File: src/rtl/ysyx_22041461_csr_pkg.sv
// Shared machine-mode CSR definitions: addresses, cause codes, mstatus fields,
// trap request encodings, trap sequencer states and the mstatus update rule.
package ysyx_22041461_csr_pkg;

  localparam logic [11:0] CSR_MSTATUS = 12'h300;
  localparam logic [11:0] CSR_MTVEC   = 12'h305;
  localparam logic [11:0] CSR_MEPC    = 12'h341;
  localparam logic [11:0] CSR_MCAUSE  = 12'h342;

  localparam int unsigned CAUSE_ECALL_M = 11;
  localparam int unsigned CAUSE_ILLEGAL = 2;

  localparam int MSTATUS_MIE    = 3;
  localparam int MSTATUS_MPIE   = 7;
  localparam int MSTATUS_MPP_LO = 11;
  localparam int MSTATUS_MPP_HI = 12;

  // Width the mstatus helper works on; callers with narrower XLEN cast in and out.
  localparam int MSTATUS_W = 64;

  typedef enum logic [1:0] {
    TRAP_NOP     = 2'b00,
    TRAP_ECALL   = 2'b01,
    TRAP_MRET    = 2'b10,
    TRAP_ILLEGAL = 2'b11
  } trap_kind_e;

  typedef enum logic [2:0] {
    ST_IDLE,
    ST_EPC_WR,
    ST_CAUSE_WR,
    ST_STAT_UPD,
    ST_VEC_RD,
    ST_EPC_RD,
    ST_REDIR
  } trap_state_e;

  // Trap entry stacks MIE into MPIE; mret unstacks it. MPP is pinned to M.
  function automatic logic [MSTATUS_W-1:0] mstatus_next(
    input logic [MSTATUS_W-1:0] rdata,
    input logic                 is_mret
  );
    logic [MSTATUS_W-1:0] r;
    r = rdata;
    if (is_mret) begin
      r[MSTATUS_MIE]  = rdata[MSTATUS_MPIE];
      r[MSTATUS_MPIE] = 1'b1;
    end else begin
      r[MSTATUS_MPIE] = rdata[MSTATUS_MIE];
      r[MSTATUS_MIE]  = 1'b0;
    end
    r[MSTATUS_MPP_HI:MSTATUS_MPP_LO] = 2'b11;
    return r;
  endfunction

endpackage

File: src/rtl/ysyx_22041461_trap_seq.sv
// Trap sequencer: walks the CSR file port through mepc/mcause/mstatus save or
// restore for ecall, illegal instruction and mret, then pulses a PC redirect.
module ysyx_22041461_trap_seq
  import ysyx_22041461_csr_pkg::*;
#(
  parameter int XLEN        = 64,
  parameter int MTVEC_ALIGN = 2
) (
  input  logic            clk,
  input  logic            rst,
  input  logic            trap_valid,
  output logic            trap_ready,
  input  logic [1:0]      trap_kind,
  input  logic [XLEN-1:0] trap_pc,
  output logic [11:0]     csr_addr,
  output logic            csr_wen,
  output logic [XLEN-1:0] csr_wdata,
  input  logic [XLEN-1:0] csr_rdata,
  output logic            busy,
  output logic            redirect_valid,
  output logic [XLEN-1:0] redirect_pc
);

  localparam logic [XLEN-1:0] VEC_MASK = ~((XLEN'(1) << MTVEC_ALIGN) - XLEN'(1));

  trap_state_e     state_q, state_d;
  trap_kind_e      kind_q, kind_d;
  logic [XLEN-1:0] pc_q, pc_d;
  logic [XLEN-1:0] redirect_pc_q, redirect_pc_d;
  logic [XLEN-1:0] mstatus_upd;

  assign mstatus_upd = XLEN'(mstatus_next(MSTATUS_W'(csr_rdata), kind_q == TRAP_MRET));

  always_comb begin
    state_d       = state_q;
    kind_d        = kind_q;
    pc_d          = pc_q;
    redirect_pc_d = redirect_pc_q;
    case (state_q)
      ST_IDLE: begin
        if (trap_valid) begin
          kind_d = trap_kind_e'(trap_kind);
          pc_d   = trap_pc;
          case (trap_kind_e'(trap_kind))
            TRAP_ECALL, TRAP_ILLEGAL: state_d = ST_EPC_WR;
            TRAP_MRET:                state_d = ST_STAT_UPD;
            default:                  state_d = ST_IDLE;
          endcase
        end
      end
      ST_EPC_WR:   state_d = ST_CAUSE_WR;
      ST_CAUSE_WR: state_d = ST_STAT_UPD;
      ST_STAT_UPD: state_d = (kind_q == TRAP_MRET) ? ST_EPC_RD : ST_VEC_RD;
      ST_VEC_RD: begin
        redirect_pc_d = csr_rdata & VEC_MASK;
        state_d       = ST_REDIR;
      end
      ST_EPC_RD: begin
        redirect_pc_d = csr_rdata;
        state_d       = ST_REDIR;
      end
      ST_REDIR:    state_d = ST_IDLE;
      default:     state_d = ST_IDLE;
    endcase
  end

  always_ff @(posedge clk) begin
    if (rst) begin
      state_q       <= ST_IDLE;
      kind_q        <= TRAP_NOP;
      pc_q          <= '0;
      redirect_pc_q <= '0;
    end else begin
      state_q       <= state_d;
      kind_q        <= kind_d;
      pc_q          <= pc_d;
      redirect_pc_q <= redirect_pc_d;
    end
  end

  // Port controls are masked by rst so an aborted sequence commits nothing
  // and redirects nowhere on the edge that resets it.
  always_comb begin
    csr_addr       = 12'h000;
    csr_wen        = 1'b0;
    csr_wdata      = '0;
    redirect_valid = 1'b0;
    case (state_q)
      ST_EPC_WR: begin
        csr_addr  = CSR_MEPC;
        csr_wen   = 1'b1;
        csr_wdata = pc_q;
      end
      ST_CAUSE_WR: begin
        csr_addr  = CSR_MCAUSE;
        csr_wen   = 1'b1;
        csr_wdata = (kind_q == TRAP_ILLEGAL) ? XLEN'(CAUSE_ILLEGAL) : XLEN'(CAUSE_ECALL_M);
      end
      ST_STAT_UPD: begin
        csr_addr  = CSR_MSTATUS;
        csr_wen   = 1'b1;
        csr_wdata = mstatus_upd;
      end
      ST_VEC_RD:   csr_addr = CSR_MTVEC;
      ST_EPC_RD:   csr_addr = CSR_MEPC;
      ST_REDIR:    redirect_valid = 1'b1;
      default:     ;
    endcase
    if (rst) begin
      csr_addr       = 12'h000;
      csr_wen        = 1'b0;
      csr_wdata      = '0;
      redirect_valid = 1'b0;
    end
  end

  assign trap_ready  = (state_q == ST_IDLE);
  assign busy        = (state_q != ST_IDLE);
  assign redirect_pc = redirect_pc_q;

endmodule
File: config.mk
export PLATFORM = sky130hd
export DESIGN_NAME = ysyx_22041461_trap_seq
export DESIGN_NICKNAME = d
export VERILOG_FILES = /design/src/rtl/ysyx_22041461_csr_pkg.sv /design/src/rtl/ysyx_22041461_trap_seq.sv
export SDC_FILE = /design/constraint.sdc
export NUM_CORES = 1
export LEC_CHECK = 0
export ABC_CLOCK_PERIOD_IN_PS = 2150
export CAP_MARGIN = 20
export CORE_ASPECT_RATIO = 2
export CORE_MARGIN = 2
export CORE_UTILIZATION = 40
export CTS_CLUSTER_SIZE = 24
export DETAILED_ROUTE_END_ITERATION = 6
export DONT_BUFFER_PORTS = 1
export GPL_ROUTABILITY_DRIVEN = 0
export MAX_ROUTING_LAYER = met4
export PLACE_DENSITY = 0.52
export SYNTH_ARGS = -nofsm -noshare
export SYNTH_HDL_FRONTEND = slang
export SYNTH_SLANG_ARGS = --single-unit
File: constraint.sdc
create_clock -name clk -period 2.15 [get_ports clk]
set_input_delay 0.43 -clock clk [delete_from_list [all_inputs] [get_ports clk]]
set_output_delay 0.43 -clock clk [all_outputs]
set_load 0.02 [all_outputs]
==> results.cfg <==
[floorplan]
fp.dieH_um = 172
fp-row-count = 61
start_util_pct = 40.7
die_x_um = 87.8
dieArea_um2 = 15100
core-area_um2 = 13800
io_pins = 277

[placement]
dpl.hpwl_mm = 12.1
io_buffer_count = 0
dp.cells = 980
pre_cts_ws_ps = 134
placed_cell_area_um2 = 6290

[cells_and_area]
final_common_cell = nand2_1
insertedDiodeCount = 0
mostFrequentLayoutCells = 264 x nand2_1, 134 x a21oi_1, 130 x dfxtp_1
syn2layout_area_growth_pct = 27.7
final_area_um2 = 7180
fin_cells = 1023
drive_gt1_share_pct = 19.8
multiInputGateArea_um2 = 2730
fill_cells = 1358
nNetsFinal = 956
ff_latch_area_um2 = 2670

[sta]
setup_ws_ps = 14.8
hold_viol = 0
period_share_pct = 99.3
setup_tns_ps = 0
clock.fmax_mhz = 468
fin_crit_ps = 2140
drv_slew = 0
rsz0062_at_grt = yes
setup_viol = 0
finClkSkew_ps = 9.94

[worst_setup_path]
cpLargestDelayFamily = buffers and inverters
path_buf_inv = 3
cpPeakStageDelay_ps = 370
path_cells = nor3b_4, buf_6, buf_12, a22oi_1, nor2_1, buf_4
crit_type = flip-flop to output port
critPathCaptureType = output port
worstRegToRegCells = 5
critPathSlowestCell = dfxtp_4
reg2reg_slack_ps = 360
path_max_fanout = 10
critPathRequiredTime_ps = 1720
cp_num_cells = 6
crit_arrival_ps = 1710
start_kind = flip-flop

[global_routing]
grt_max_degree = 142
antenna_found_initial = 0
grt_pass1_wl_mm = 26.5
grtUsageTotal_pct = 23.4
grt_pass1_vias = 5303
globalRoute.totalOverflow = 0

[flow_run]
max-cap-violations = 0

[logic_synthesis]
synth_warnings = 0
syn_inst = 769
synth_area_um2 = 5620
ys_seq_area_share_pct = 47.4
ys_ff_latch = 133
syn_avg_cell_area_um2 = 7.31
synth.distinct_cells = 29

[hold_path]
hold_depth = 1
min_path_type = input pin to flip-flop

[clock_network]
cts_htree_levels = 4
clk_latency_ps = 410
tritoncts = built
clock_sinks = 133
clock-root-buffer = clkbuf_16
clk_pin_slew_worst_paths_ps = 60
numCtsBuffers = 17
clockBufferDepth = 2

[routing]
drt_pass1_iterations = 5
via_per_inst = 5.32
drt_iter0_markers = 268
wire_per_inst_um = 18.0
vias = 5442
ant_nets = 0
drc_errors = 0
totalWireLength_mm = 18.4

[outcome]
status = finished clean

[power]
p_leak_uw = 0.00256
ir_worst_vdd_mv = 0.559
powerDensity_nw_per_um2 = 922
## Yosys cell counts
cell type	number	area, µm²
or3_1	1	6.26
nand4_1	1	6.26
nor4b_1	1	8.76
o41ai_1	1	8.76
and3b_1	1	8.76
or4b_1	1	10.0
nor4b_2	1	15.0
nor3_1	5	25.0
nor2_1	66	248
nand2b_1	2	12.5
clkbuf_2	1	5.00
clkbuf_1	33	124
mux2_2	1	11.3
a31oi_1	1	6.26
nand2_1	264	991
o31ai_1	1	7.51
a22oi_1	58	435
buf_2	29	145
a21boi_0	1	7.51
nor3b_2	1	12.5
dfxtp_1	133	2660
o21ai_2	1	8.76
inv_1	3	11.3
buf_4	12	90.1
conb_1	1	3.75
nand3_1	4	20.0
a21oi_1	135	676
o21ai_0	5	25.0
nor2b_1	5	31.3
## per-stage QoR
step	total power, µW	hold WS [ps]	util (%)
floorplan	3450	434	-
global placement	3650	439	45.5
detailed placement	3670	442	45.5
CTS	6580	79.9	50.5
global route	6870	72.9	52.0
finish	6620	104	52.0
## worst reg2reg max path: stages, from the launching register on
cell and delay [ps]:
dfxtp_4 360, buf_4 160, or4b_2 710, buf_12 230, nand2_1 160, a21oi_1 70
## timing repair
action,4_1_cts,5_1_grt
endpoints found under the setup margin,66,63
pin swaps,0,1
resized for setup,15,25
setup buffers,2,6
hold buffers,0,0
gates cloned,2,3
hold endpoints to repair,0,0
## registers in the layout, summed over array words and instances, names as in the netlist
register	cells
pc_q	64
state_q	3
redirect_pc	64
kind_q	2
## routing by layer
metal,part of all wire (%),GRT usage [%]
met1,35,24.2
met2,55,41.6
met3,7.1,5.66
met4,2.9,9.50
met5,0,-
## final timing paths
check,end,startpoint
setup / recovery,csr_wdata[45],state_q[2]$_SDFFE_PP0P_
hold / removal,redirect_pc[35]$_SDFFE_PP0P_,rst
setup reg to reg,pc_q[14]$_SDFFE_PP0P_,state_q[0]$_SDFFE_PP0P_
hold reg to reg,pc_q[25]$_SDFFE_PP0P_,pc_q[25]$_SDFFE_PP0P_
## final cells by class
type	instances	area share, %
sequential	133	37.2
multi-input combinational	563	38.0
tap	189	3.29
clock inverter	12	1.86
inverter	3	0.157
clock buffer	18	6.12
timing repair buffer	105	13.3
## where the power goes
| group | leakage (µW) | total, µW | switching (µW) | internal [µW] |
|---|---|---|---|---|
| registers | 0.00108 | 2770 | 145 | 2620 |
| logic | 0.00121 | 1030 | 620 | 407 |
| clock network | 0.000266 | 2830 | 1100 | 1720 |
| total | 0.00256 | 6620 | 1870 | 4750 |
## cells by family (layout without fill, tap and decap cells)
kind of cell / count (synthesis) / count (layout) / synth area share, %
AOI/OAI and AO/OA: 203 / 203 / 20.9
and+or+nand+nor: 353 / 353 / 24.8
muxes: 1 / 1 / 0.200
buffers and inverters: 78 / 138 / 6.68
other: 1 / 6 / 0.0667
DFF: 133 / 133 / 47.4
Note: power is estimated with default switching activity, not from simulation.
